## src/rtl/cla_adder.sv

```systemverilog
// Registered 32-bit add/subtract: a two-level carry-lookahead adder with a one-cycle result.
// Define CLA_ADDER_FLOW_EN to produce the signed-overflow flag; otherwise flow is tied to 0.
module cla_adder #(
    parameter int unsigned ROBEN_W = 5
) (
    input  logic               clk,
    input  logic               rst,
    input  logic [31:0]        operand1,
    input  logic [31:0]        operand2,
    input  logic               operation,
    input  logic [ROBEN_W-1:0] ROBEN_in,
    input  logic               valid_in,
    output logic [31:0]        result,
    output logic [ROBEN_W-1:0] ROBEN_out,
    output logic               flow,
    output logic               valid_out
);

    // Carries into each of the four bits of a group, from the group's carry-in.
    function automatic logic [3:0] group_carries(input logic [3:0] g, input logic [3:0] p,
                                                 input logic ci);
        logic [3:0] c;
        c[0] = ci;
        c[1] = g[0] | (p[0] & ci);
        c[2] = g[1] | (p[1] & g[0]) | (p[1] & p[0] & ci);
        c[3] = g[2] | (p[2] & g[1]) | (p[2] & p[1] & g[0]) | (p[2] & p[1] & p[0] & ci);
        return c;
    endfunction

    logic [31:0] b_eff;
    logic        carry_in;
    logic [31:0] bit_g;
    logic [31:0] bit_p;
    logic [7:0]  grp_g;
    logic [7:0]  grp_p;
    logic [7:0]  grp_c;
    logic [31:0] bit_c;
    logic [31:0] sum;
    logic        flow_d;

    assign b_eff    = operation ? ~operand2 : operand2;
    assign carry_in = operation;
    assign bit_g    = operand1 & b_eff;
    assign bit_p    = operand1 ^ b_eff;

    always_comb begin
        grp_g = '0;
        grp_p = '0;
        for (int k = 0; k < 8; k++) begin
            grp_g[k] = bit_g[4*k+3]
                     | (bit_p[4*k+3] & bit_g[4*k+2])
                     | (bit_p[4*k+3] & bit_p[4*k+2] & bit_g[4*k+1])
                     | (bit_p[4*k+3] & bit_p[4*k+2] & bit_p[4*k+1] & bit_g[4*k]);
            grp_p[k] = &bit_p[4*k +: 4];
        end
    end

    // Each group carry is a flat sum of products over lower groups, so no group waits on another.
    always_comb begin
        grp_c = '0;
        for (int k = 0; k < 8; k++) begin
            logic term;
            term = carry_in;
            for (int m = 0; m < k; m++) begin
                term = term & grp_p[m];
            end
            grp_c[k] = term;
            for (int j = 0; j < k; j++) begin
                term = grp_g[j];
                for (int m = j + 1; m < k; m++) begin
                    term = term & grp_p[m];
                end
                grp_c[k] = grp_c[k] | term;
            end
        end
    end

    always_comb begin
        bit_c = '0;
        for (int k = 0; k < 8; k++) begin
            bit_c[4*k +: 4] = group_carries(bit_g[4*k +: 4], bit_p[4*k +: 4], grp_c[k]);
        end
    end

    assign sum = bit_p ^ bit_c;

`ifdef CLA_ADDER_FLOW_EN
    assign flow_d = ~(operand1[31] ^ b_eff[31]) & (sum[31] ^ operand1[31]);
`else
    assign flow_d = 1'b0;
`endif

    always_ff @(posedge clk) begin
        if (rst) begin
            result    <= '0;
            ROBEN_out <= '0;
            flow      <= 1'b0;
            valid_out <= 1'b0;
        end else begin
            result    <= sum;
            ROBEN_out <= ROBEN_in;
            flow      <= flow_d;
            valid_out <= valid_in;
        end
    end

endmodule

```

## config.mk

```make
export PLATFORM = sky130hd
export DESIGN_NAME = cla_adder
export DESIGN_NICKNAME = d
export VERILOG_FILES = /design/src/rtl/cla_adder.sv
export SDC_FILE = /design/constraint.sdc
export NUM_CORES = 1
export LEC_CHECK = 0
export BUFFER_PORTS_ARGS = -buffer_cell sky130_fd_sc_hd__buf_4
export CAP_MARGIN = 20
export CORE_UTILIZATION = 52
export CTS_CLUSTER_SIZE = 40
export DETAILED_ROUTE_END_ITERATION = 10
export PLACE_DENSITY = 0.83
export SYNTH_ARGS = -nofsm -noshare
export SYNTH_HDL_FRONTEND = slang
export SYNTH_SLANG_ARGS = --single-unit
export TNS_END_PERCENT = 50
```

## constraint.sdc

```tcl
create_clock -name clk -period 6.9 [get_ports clk]
set_clock_uncertainty 0.1 [all_clocks]
set_input_delay 0.69 -clock clk [delete_from_list [all_inputs] [get_ports clk]]
set_output_delay 0.69 -clock clk [all_outputs]
set_load 0.03 [all_outputs]
```

### After elaboration in Yosys (flattened, before gate mapping)

Cells that the tools add are included.

| cells by class | value |
|---|---|
| multiplexer cells | 1 |
| bitwise logic cells | 236 |
| reduce and logical (&&, ||, !) cells | 7 |

Operators with widths:

| operator | number |
|---|---|
| bitwise AND 1 bit | 135 |
| bitwise OR 1 bit | 97 |
| bitwise XOR 32 bit | 2 |
| two-way mux 32 bit | 1 |
| NOT 32 bit | 1 |
| bitwise AND 31 bit | 1 |
| AND reduction 4 bit | 7 |

| storage, ports and cells | value |
|---|---|
| flip-flop bits (word level) | 38 |
| input bits | 73 |

### Logic depth before layout (Yosys ltp)

Gate-level depths: netlist of the first run.

| logic depth | value |
|---|---|
| depth after elaboration | 23 |
| gate-level depth with buffers | 14 |

### Least setup slack after synthesis of the first run

Ideal clock, no wire load.

| path | value |
|---|---|
| path type | input to register |
| start point | input operation |
| end point | register result[30] |
| library setup time | 0.121 ns |
| arrival | 3.431 ns |
| data required time | 6.679 ns |
| path slack | 3.248 ns |
| stages on the path | 13 |
| path buffers | 2 |
| cell sequence | buf_6 > clkbuf_1 > xor2_1 > ha_1 > a21o_1 > a21o_1 > o21ai_1 > a31oi_1 > a221oi_2 > a31oi_2 > a31o_2 > a21oi_2 > mux2_4 |

| on the way | value |
|---|---|
| longest elaborated chain between the ends | 22 |
| elaborated cells between the ends (all ways) | 107 |
| those cells by class | mux: 1; bitwise: 99; reduce/logical: 7 |

Ends and longest elaborated chain:

| element | line | RTL |
|---|---|---|
| start, declared | 10 | `input logic operation,` |
| two-way mux 32 bit | 41 | `assign b_eff = operation ? ~operand2 : operand2;` |
| bitwise XOR 32 bit or bitwise AND 31 bit (tied branches) | 44, 43 |  |
| bitwise AND 1 bit (on tied branches) | 51, 52, 53 |  |
| bitwise OR 1 bit (tied with other cells) | 51 | `\| (bit_p[4*k+3] & bit_g[4*k+2])` |
| bitwise OR 1 bit or bitwise AND 1 bit (tied branches) | 52, 53 |  |
| bitwise OR 1 bit | 53 | `\| (bit_p[4*k+3] & bit_p[4*k+2] & bit_p[4*k+1] & bit_g[4*k]);` |
| bitwise AND 1 bit (6 in a row) | 71 | `term = term & grp_p[m];` |
| bitwise OR 1 bit (7 in a row) | 73 | `grp_c[k] = grp_c[k] \| term;` |
| bitwise AND 1 bit | 25 | `c[2] = g[1] \| (p[1] & g[0]) \| (p[1] & p[0] & ci);` |
| bitwise OR 1 bit | 25 |  |
| bitwise XOR 32 bit * | 85 | `assign sum = bit_p ^ bit_c;` |
| end signal, assigned | 100 | `result <= sum;` |
| end, declared | 13 | `output logic [31:0] result,` |

Every way passes the cells marked *; elsewhere a longest branch is shown, timed or not.
A chain may end at the register's enable or synchronous reset.

### Worst setup path in the final report of the first run

Ends and elaborated chain as after synthesis.

==> impl_metrics.ini, run 1 <==
[global_routing]
grt_max_degree = 44
overflow = 0
grt_pass1_vias = 2165
antenna_found_initial = 0
grt_usage_pct = 22.0
grt_pass1_wl_um = 9090

[synth]
syn_inst = 284
synthArstFlopShare_pct = 0
synth_edf_count = 0
syn-num-nets = 395
syn_area_um2 = 2630
synth_ff_type = dfxtp_1
synth.distinct_cells = 43
syn_area_per_cell_um2 = 9.25
ys_seq_elements = 38
yosysWarnings = 0
yosysSeqAreaShare_pct = 29.0

[sta]
fin_crit_sh_pct = 51.0
post-route-min-period_ps = 3520
rsz0062_at_grt = no
worstMarginPinSlew_ps = 556
slew_violations = 0
hold_viol = 0
relSlewSlack_pct = 62.9
whs_ps = 506
fmax_ghz = 0.284
setup_tns_ps = 0
setup_violations = 0

[floorplan]
start_util_pct = 54.9
core_um2 = 4790
die_area_um2 = 5340
pin_count = 112
die-width_um = 73.1
die_h_um = 73.1
num_rows = 25

[clocking]
numCtsBuffers = 5
clk_pin_slew_ps = 70
cts_resized = 0
cts_tree = done
numClockSinks = 38
postCtsSetupBuffers = 0
cts_max_path_buffers = 2
root_buffer = clkbuf_8
htree_levels = 2
hold_buffers = 0

[cells_and_area]
multiInputGateArea_um2 = 1750
antennaDiodeCount = 0
final_nets = 503
syn2layout_area_growth_pct = 38.3
layout-drive-gt1-share_pct = 32.6
regArea_um2 = 761
num-fill-cells = 358
finalInstanceArea_um2 = 3630

[routing]
drc = 0
num_vias = 2272
wl_um = 5640
routed_via_density = 4.94
drtAntennaViolNets = 0
drtPass1Iterations = 4
wl_per_cell_um = 12.3
first_iter_violations = 54

[critical_path]
critPathArrivalTime_ps = 3600
crit_fanout = 36
critPathCaptureType = flop
critPathLaunchType = input pin
worst_ep_required_time_ps = 6980
critical_path_class = in -> reg
crit_end = result[30]
startpoint = operation

[power]
power_density_nw_per_um2 = 246
ir_worst_vdd_v = 0.000149
leakagePower_nw = 1.85
power.total_mw = 0.894

[status]
status = finished, final reports clean

[placed_design]
place_area_um2 = 3490
globalplace.congestion = 0.807
dp_hpwl_um = 4330
io_buffers = 110

[min_path]
whs_path_depth = 2
hp-class = in -> reg

[run]
max-cap-violations = 0
## synthesized netlist by cell type (2+ instances only)
master | number | share of area, %
xor2_1 | 45 | 15
a31oi_1 | 4 | 0.95
nor2_1 | 37 | 5.3
buf_1 | 3 | 0.43
nand3b_1 | 2 | 0.57
o21ai_1 | 3 | 0.57
xnor2_1 | 10 | 3.3
nor2b_1 | 8 | 1.9
fa_1 | 7 | 5.3
inv_1 | 20 | 2.9
a21o_1 | 8 | 2.3
dfxtp_1 | 38 | 29
ha_1 | 31 | 15
a21oi_1 | 15 | 2.9
o21ai_0 | 5 | 0.95
nor3_1 | 3 | 0.57
o21bai_1 | 4 | 1.1
nand2b_1 | 2 | 0.48
clkbuf_1 | 4 | 0.57
nand2_1 | 12 | 1.7
## worst min-delay path by stage
| stage | start | endpoint |
|---|---|---|
| finish | ROBEN_in[0] | ROBEN_out[0] |
| global route | valid_in | valid_out |
| CTS | ROBEN_in[0] | ROBEN_out[0] |
| detailed placement | ROBEN_in[4] | ROBEN_out[4] |
| global placement | ROBEN_in[0] | ROBEN_out[0] |
| floorplan | ROBEN_in[0] | ROBEN_out[0] |
## cell type report
class / count / share of cell area (%)
Multi-Input combinational cell: 217 / 48.1
Timing Repair Buffer: 110 / 22.7
Sequential cell: 38 / 20.9
Tap cell: 67 / 2.31
Clock buffer: 6 / 2.27
Inverter: 20 / 2.07
Clock inverter: 2 / 1.65
## cell families after synthesis
group           Yosys count  synth area share, %
simple gates             69                 12.0
mux                       2                0.952
xor+xnor                 55                 18.3
buf+inv                  29                 4.57
compound gates           52                 14.9
flops                    38                 29.0
fa+ha+maj                38                 20.1
other cells               1                0.143
## critical path, stage by stage
cell and delay [ps]:
buf_4 450, xor2_1 220, ha_1 310, a21o_1 190, a21o_1 180, o21ai_1 130
a31oi_1 120, a221oi_2 350, a31oi_2 170, a31o_2 300, a21oi_2 170, mux2_4 300
## report_power, final
group          total, mW  switching (mW)  internal [mW]
Combinational      0.392           0.222          0.169
Clock              0.235          0.0808          0.154
Sequential         0.268          0.0103          0.258
## per-layer routing
metal,track usage (%),share of wire (%),vias up,wire length (um)
li1,-,-,1154,-
met1,25.7,42,1027,2370
met2,39.5,50,80,2840
met3,4.56,5.5,11,308
met4,7.41,2.2,0,123
met5,0,0,-,0
## stage by stage
stage	std cells	setup slack, ps	util, %
finish	460	3380	75.9
detailed placement	452	3100	73.0
global placement	452	3160	73.0
floorplan	284	3250	-
CTS	460	3380	75.9
global route	460	3180	75.9
## flip-flops by register name, summed over array words and instances (netlist names)
| register | flops |
|---|---|
| ROBEN_out | 5 |
| result | 32 |
| valid_out | 1 |
## cells in the final DEF (no fill, tap or decap), types with 3 or more instances in the layout
| cell | n |
|---|---|
| o21bai_1 | 4 |
| a21oi_1 | 15 |
| inv_1 | 20 |
| a21o_1 | 8 |
| ha_1 | 31 |
| o21ai_0 | 5 |
| nor2b_1 | 8 |
| buf_4 | 110 |
| clkbuf_8 | 6 |
| dfxtp_1 | 38 |
| nand2_1 | 12 |
| xnor2_1 | 10 |
| nor2_1 | 37 |
| o21ai_1 | 3 |
| xor2_1 | 45 |
| nor3_1 | 3 |
| fa_1 | 7 |
| a31oi_1 | 4 |
(Power assumes the default switching activity.)
==> inputs of run 2 (changes only) <==
Settings changed: CORE_UTILIZATION 52 to 48, PLACE_DENSITY 0.83 to 0.77.
Clock period 6.9 ns to 3.6 ns, I/O delays scaled along.
==> run 2 against run 1 <==
Combinational power is 91% higher. First-iteration DRC count up 76%. Power up 82%. Via count grew 0.44%. Global-route usage decreased by 1.4 points. Sequential power grew 92%. Non-clock buffer count up 1. Clock power is 53% higher. Core utilization decreased by 6.5 points. Hold slack got worse by 330 ps.
==> impl_metrics.ini, run 2 (same netlist as run 1, synthesis figures left out) <==
[status]
status = finished, final reports clean

[critical_path]
path_cells = buf_4 -> xor2_1 -> ha_1 -> a21o_1 -> a21o_1 -> o21ai_1 -> a31oi_1 -> a221oi_2 -> a31oi_2 -> a31o_2 -> a21oi_2 -> mux2_4
critPathMostFrequentCell = a21o_1
cp_slowest_stage_delay_ps = 370
cpLargestDelayFamily = compound AO/OA/AOI/OAI gates
critical-path-slowest-cell = a221oi_2
critPathArrivalTime_ps = 3140
crit_fanout = 25
worst-path-buf-inv = 1
critPathCaptureType = flop
critical_path_class = in -> reg
critPathLaunchType = input pin
worst_ep_required_time_ps = 3680

[cells_and_area]
fin_cells = 464
syn2layout_area_growth_pct = 37.5
top_regs = result x32, ROBEN_out x5, valid_out x1
layout.cells.most_common_list = buf_4, xor2_1, dfxtp_1
regArea_um2 = 761
fin_util_pct = 69.4
multiInputGateArea_um2 = 1750
largest_reg_flops = 32
layout-drive-gt1-share_pct = 32.7
antennaDiodeCount = 0
largest-register = result
num-fill-cells = 453
final_nets = 504
final_common_cell = buf_4

[placed_design]
dp_hpwl_um = 4650
io_buffers = 110
place_ws_ps = 260
globalplace.congestion = 0.797
dp_cells = 456

[clocking]
htree_levels = 2
root_buffer = clkbuf_8
cts_max_path_buffers = 2
cts_tree = done
numClockSinks = 38
cts_resized = 0
postCtsSetupBuffers = 0
hold_buffers = 0
clk_pin_slew_ps = 70
numCtsBuffers = 5

[sta]
post-route-min-period_ps = 3060
fmax_ghz = 0.327
setup_tns_ps = 0
rsz0062_at_grt = no
hold_viol = 0
fin_crit_sh_pct = 84.9
whs_ps = 180
finalWorstSetupSlack_ps = 545
slew_violations = 0
setup_violations = 0

[floorplan]
die-width_um = 76.0
die_area_um2 = 5770
num_rows = 26
pin_count = 112
die_h_um = 76.0
core_um2 = 5200
start_util_pct = 50.5

[routing]
num_vias = 2282
drc = 0
wl_per_cell_um = 12.3
first_iter_violations = 95
drtAntennaViolNets = 0
wl_um = 5730
drtPass1Iterations = 4
routed_via_density = 4.92

[power]
power_density_nw_per_um2 = 450
leakagePower_nw = 1.84
ir_worst_vdd_v = 0.000242

[global_routing]
grt_pass1_vias = 2230
grt_pass1_wl_um = 9660
antenna_found_initial = 0
grt_max_degree = 44
overflow = 0
grt_usage_pct = 20.6

[min_path]
hp-class = in -> reg
min_to = valid_out
whs_path_depth = 2
holdCritStartpoint = valid_in

[run]
max-cap-violations = 0
==> run 2: final cells by class <==
class / count / area share, %
clock buffer: 5 / 1.91
clock inverter: 3 / 1.11
sequential: 38 / 21.1
tap: 70 / 2.42
multi-input combinational: 217 / 48.4
inverter: 20 / 2.08
timing repair buffer: 111 / 23.1
==> run 2: power breakdown <==
group          switching, mW  total (mW)  internal [mW]
combinational          0.424       0.749          0.325
sequential            0.0209       0.515          0.494
clock                  0.156       0.360          0.204
==> run 2: routing by layer <==
metal | up-vias | GRT usage (%) | share of wire [%] | wire (um)
li1 | 1157 | - | - | -
met1 | 1037 | 24.8 | 43 | 2460
met2 | 81 | 35.7 | 50 | 2840
met3 | 7 | 3.83 | 5.8 | 335
met4 | 0 | 8.65 | 1.7 | 96
met5 | - | 0 | 0 | 0
==> run 2: worst max path at each step <==
| stage | start | to | slack (ps) | cells past startpoint |
|---|---|---|---|---|
| after floorplan | operation | result[30] | 280 | 13 |
| after global placement | operation | result[29] | 320 | 13 |
| after detailed placement | operation | result[29] | 260 | 13 |
| after CTS | operation | result[29] | 560 | 13 |
| after global routing | operation | result[29] | 310 | 13 |
| final | operation | result[30] | 540 | 12 |
==> run 2: through the flow <==
stage          instance area, um2  total power, mW
2_1_floorplan                2630             1.03
3_3_place_gp                 3500             1.26
3_5_place_dp                 3500             1.28
4_1_cts                      3610             1.65
5_1_grt                      3610             1.72
6_report                     3610             1.62
==> inputs of run 3 (changes only) <==
Settings changed: ABC_AREA from default to 1, CORE_UTILIZATION 48 to 45, PLACE_DENSITY 0.77 to 0.75.
Clock period 3.6 ns to 2.7 ns, I/O delays scaled along.
==> run 3 against run 2 <==
Non-clock buffer count increased by 46. Sequential power rose by 31%. Critical endpoint is now result[25]. Critical path type unchanged. Hold slack got worse by 110 ps. Core utilization up 2.3 points.
==> impl_metrics.ini, run 3 <==
[status]
status = finished, final reports clean

[min_path]
hp-class = in -> reg
whs_path_depth = 3
holdCritStartpoint = ROBEN_in[1]
min_to = ROBEN_out[1]

[critical_path]
crit_fanout = 10
cp_slowest_stage_delay_ps = 390
worst-path-buf-inv = 4
cpLargestDelayFamily = simple AND/OR/NAND/NOR gates
worst_ep_required_time_ps = 2780
critPathArrivalTime_ps = 2720
critical_path_class = in -> reg
critPathLaunchType = input pin
critical-path-slowest-cell = fa_1
path_cells = buf_4 -> buf_12 -> xor2_1 -> ha_1 -> nand2_2 -> inv_2 -> nand3_1 -> and2_4 -> nor4_1 -> nor2_1 -> nand4_2 -> inv_1 -> fa_1 -> xor2_1 -> nor2_1
critPathCaptureType = flop

[synth]
synth_top_area_cell = dfxtp_1
synth_top_area_share_pct = 26.7
yosysWarnings = 0
synthArstFlopShare_pct = 0
synth_ff_type = dfxtp_1
ys_seq_elements = 38
syn_inst = 365
yosysSeqAreaShare_pct = 26.7
synth_edf_count = 0
syn_area_um2 = 2850
syn_area_per_cell_um2 = 7.82
syn-num-nets = 476
synth_common_cells = nor2_1, inv_1, dfxtp_1
synth.distinct_cells = 40
yosys-top-cells-area = dfxtp_1, ha_1, xor2_1, nor2_1, inv_1
synth_most_common_cell = nor2_1

[cells_and_area]
antennaDiodeCount = 0
finalInstanceArea_um2 = 4320
largest-register = result
final_nets = 632
layout-drive-gt1-share_pct = 39.8
final_common_cell = buf_4
layout.cells.most_common_list = buf_4, nor2_1, inv_1
top_regs = result x32, ROBEN_out x5, valid_out x1
fin_util_pct = 71.7
largest_reg_flops = 32
syn2layout_area_growth_pct = 51.4
fin_cells = 597

[placed_design]
place_area_um2 = 4110
dp_cells = 585
place_ws_ps = -182
dp_hpwl_um = 5830
globalplace.congestion = 0.843
io_buffers = 110

[sta]
hold_viol = 0
fmax_ghz = 0.378
finalWorstSetupSlack_ps = 57.9
rsz0062_at_grt = no
post-route-min-period_ps = 2640
fin_crit_sh_pct = 97.9
slew_violations = 0
setup_violations = 0

[global_routing]
antenna_found_initial = 0
grt_pass1_wl_um = 11600
grt_max_degree = 26
grt_usage_pct = 22.5
grt_pass1_vias = 2810
overflow = 0

[routing]
num_vias = 2875
wl_um = 7340
drtPass1Iterations = 5
first_iter_violations = 61
drtAntennaViolNets = 0
wl_per_cell_um = 12.3
drc = 0
routed_via_density = 4.82

[floorplan]
core_um2 = 6030
pin_count = 112
num_rows = 28
die-width_um = 81.6
start_util_pct = 47.3
die_h_um = 81.6
die_area_um2 = 6660

[power]
ir_worst_vdd_v = 0.000273
seqPwrFrac_pct = 28.2
p_sw_share_pct = 36.4
leakagePower_nw = 2.27
p_comb_share_pct = 46.9
clkPwrFrac_pct = 25.0
cell_internal_pwr_mw = 1.53
power_density_nw_per_um2 = 555
power_switching_mw = 0.872

[clocking]
numClockSinks = 38
cts_tree = done
cts_max_path_buffers = 2
htree_levels = 2
root_buffer = clkbuf_8
clk_pin_slew_ps = 80
numCtsBuffers = 5
hold_buffers = 0

[run]
max-cap-violations = 0
==> run 3: changes by cell type in the layout (fill, tap and decap cells not counted), moves of 7 or more <==
cell / delta
buf_4: +44
nand2_1: +22
xor2_1: -13
nand2_2: +8
a21o_1: -7
nor2b_1: -8
nor2_1: +14
nand3_1: +17
inv_1: +26
==> run 3: power by group through the flow <==
stage          sequential, mW  clock [mW]  combinational [mW]
2_1_floorplan           0.865           0               0.484
3_5_place_dp            0.688           0                1.10
3_3_place_gp            0.686           0                1.07
6_report                0.675       0.599                1.12
5_1_grt                 0.684       0.634                1.24
4_1_cts                 0.676       0.607                1.11
==> run 3: worst max-delay path by stage <==
stage	to	slack [ps]	start	depth (start not counted)
2_1_floorplan	result[28]	2	operation	15
3_3_place_gp	result[29]	-90	operation	17
3_5_place_dp	result[25]	-180	operation	17
4_1_cts	result[25]	110	operation	17
5_1_grt	result[25]	10	operation	17
6_report	result[25]	60	operation	15
==> run 3: tightest hold or removal path: cells and delay by family <==
| family | cells | cell delay [ps] |
|---|---|---|
| buffers and inverters | 2 | 100 |
| and+or+nand+nor | 1 | 60 |
==> run 3: cells by family after synthesis <==
logic type | synth area share (%)
multiplexers | 0.395
AND/OR/NAND/NOR | 23.6
other | 0.131
flip-flops | 26.7
XOR/XNOR | 12.3
buffers and inverters | 8.68
AO/OA/AOI/OAI | 9.78
adder cells (fa/ha/maj) | 18.5
==> run 3: timing repair <==
item	CTS	global route
gates resized for setup	0	10
endpoints found under the setup margin	0	4
buffers inserted	0	3
==> run 3: final cells by class <==
type / count / area [um2]
Clock buffer: 5 / 68.8
Clock inverter: 3 / 68.8
Fill cell: 497 / 1710
Inverter: 54 / 206
Multi-Input combinational cell: 264 / 1910
Sequential cell: 38 / 761
Tap cell: 75 / 93.8
Timing Repair Buffer: 157 / 1200
Timing Repair inverter: 1 / 7.51
==> run 3: per-stage QoR <==
stage	power, mW	hold WS [ps]	TNS [ps]
6_report	2.40	71.5	0
5_1_grt	2.55	66.8	0
4_1_cts	2.39	66.7	0
3_5_place_dp	1.79	378	-843
3_3_place_gp	1.76	372	-298
2_1_floorplan	1.35	277	0
==> run 3: metal layers <==
layer  wire, um  share of wire, %  global-route usage [%]
met5          0                 0                       0
met4        123               1.7                    8.25
met3        440               6.0                    4.67
met2       3720                51                    40.6
met1       3060                42                    25.9
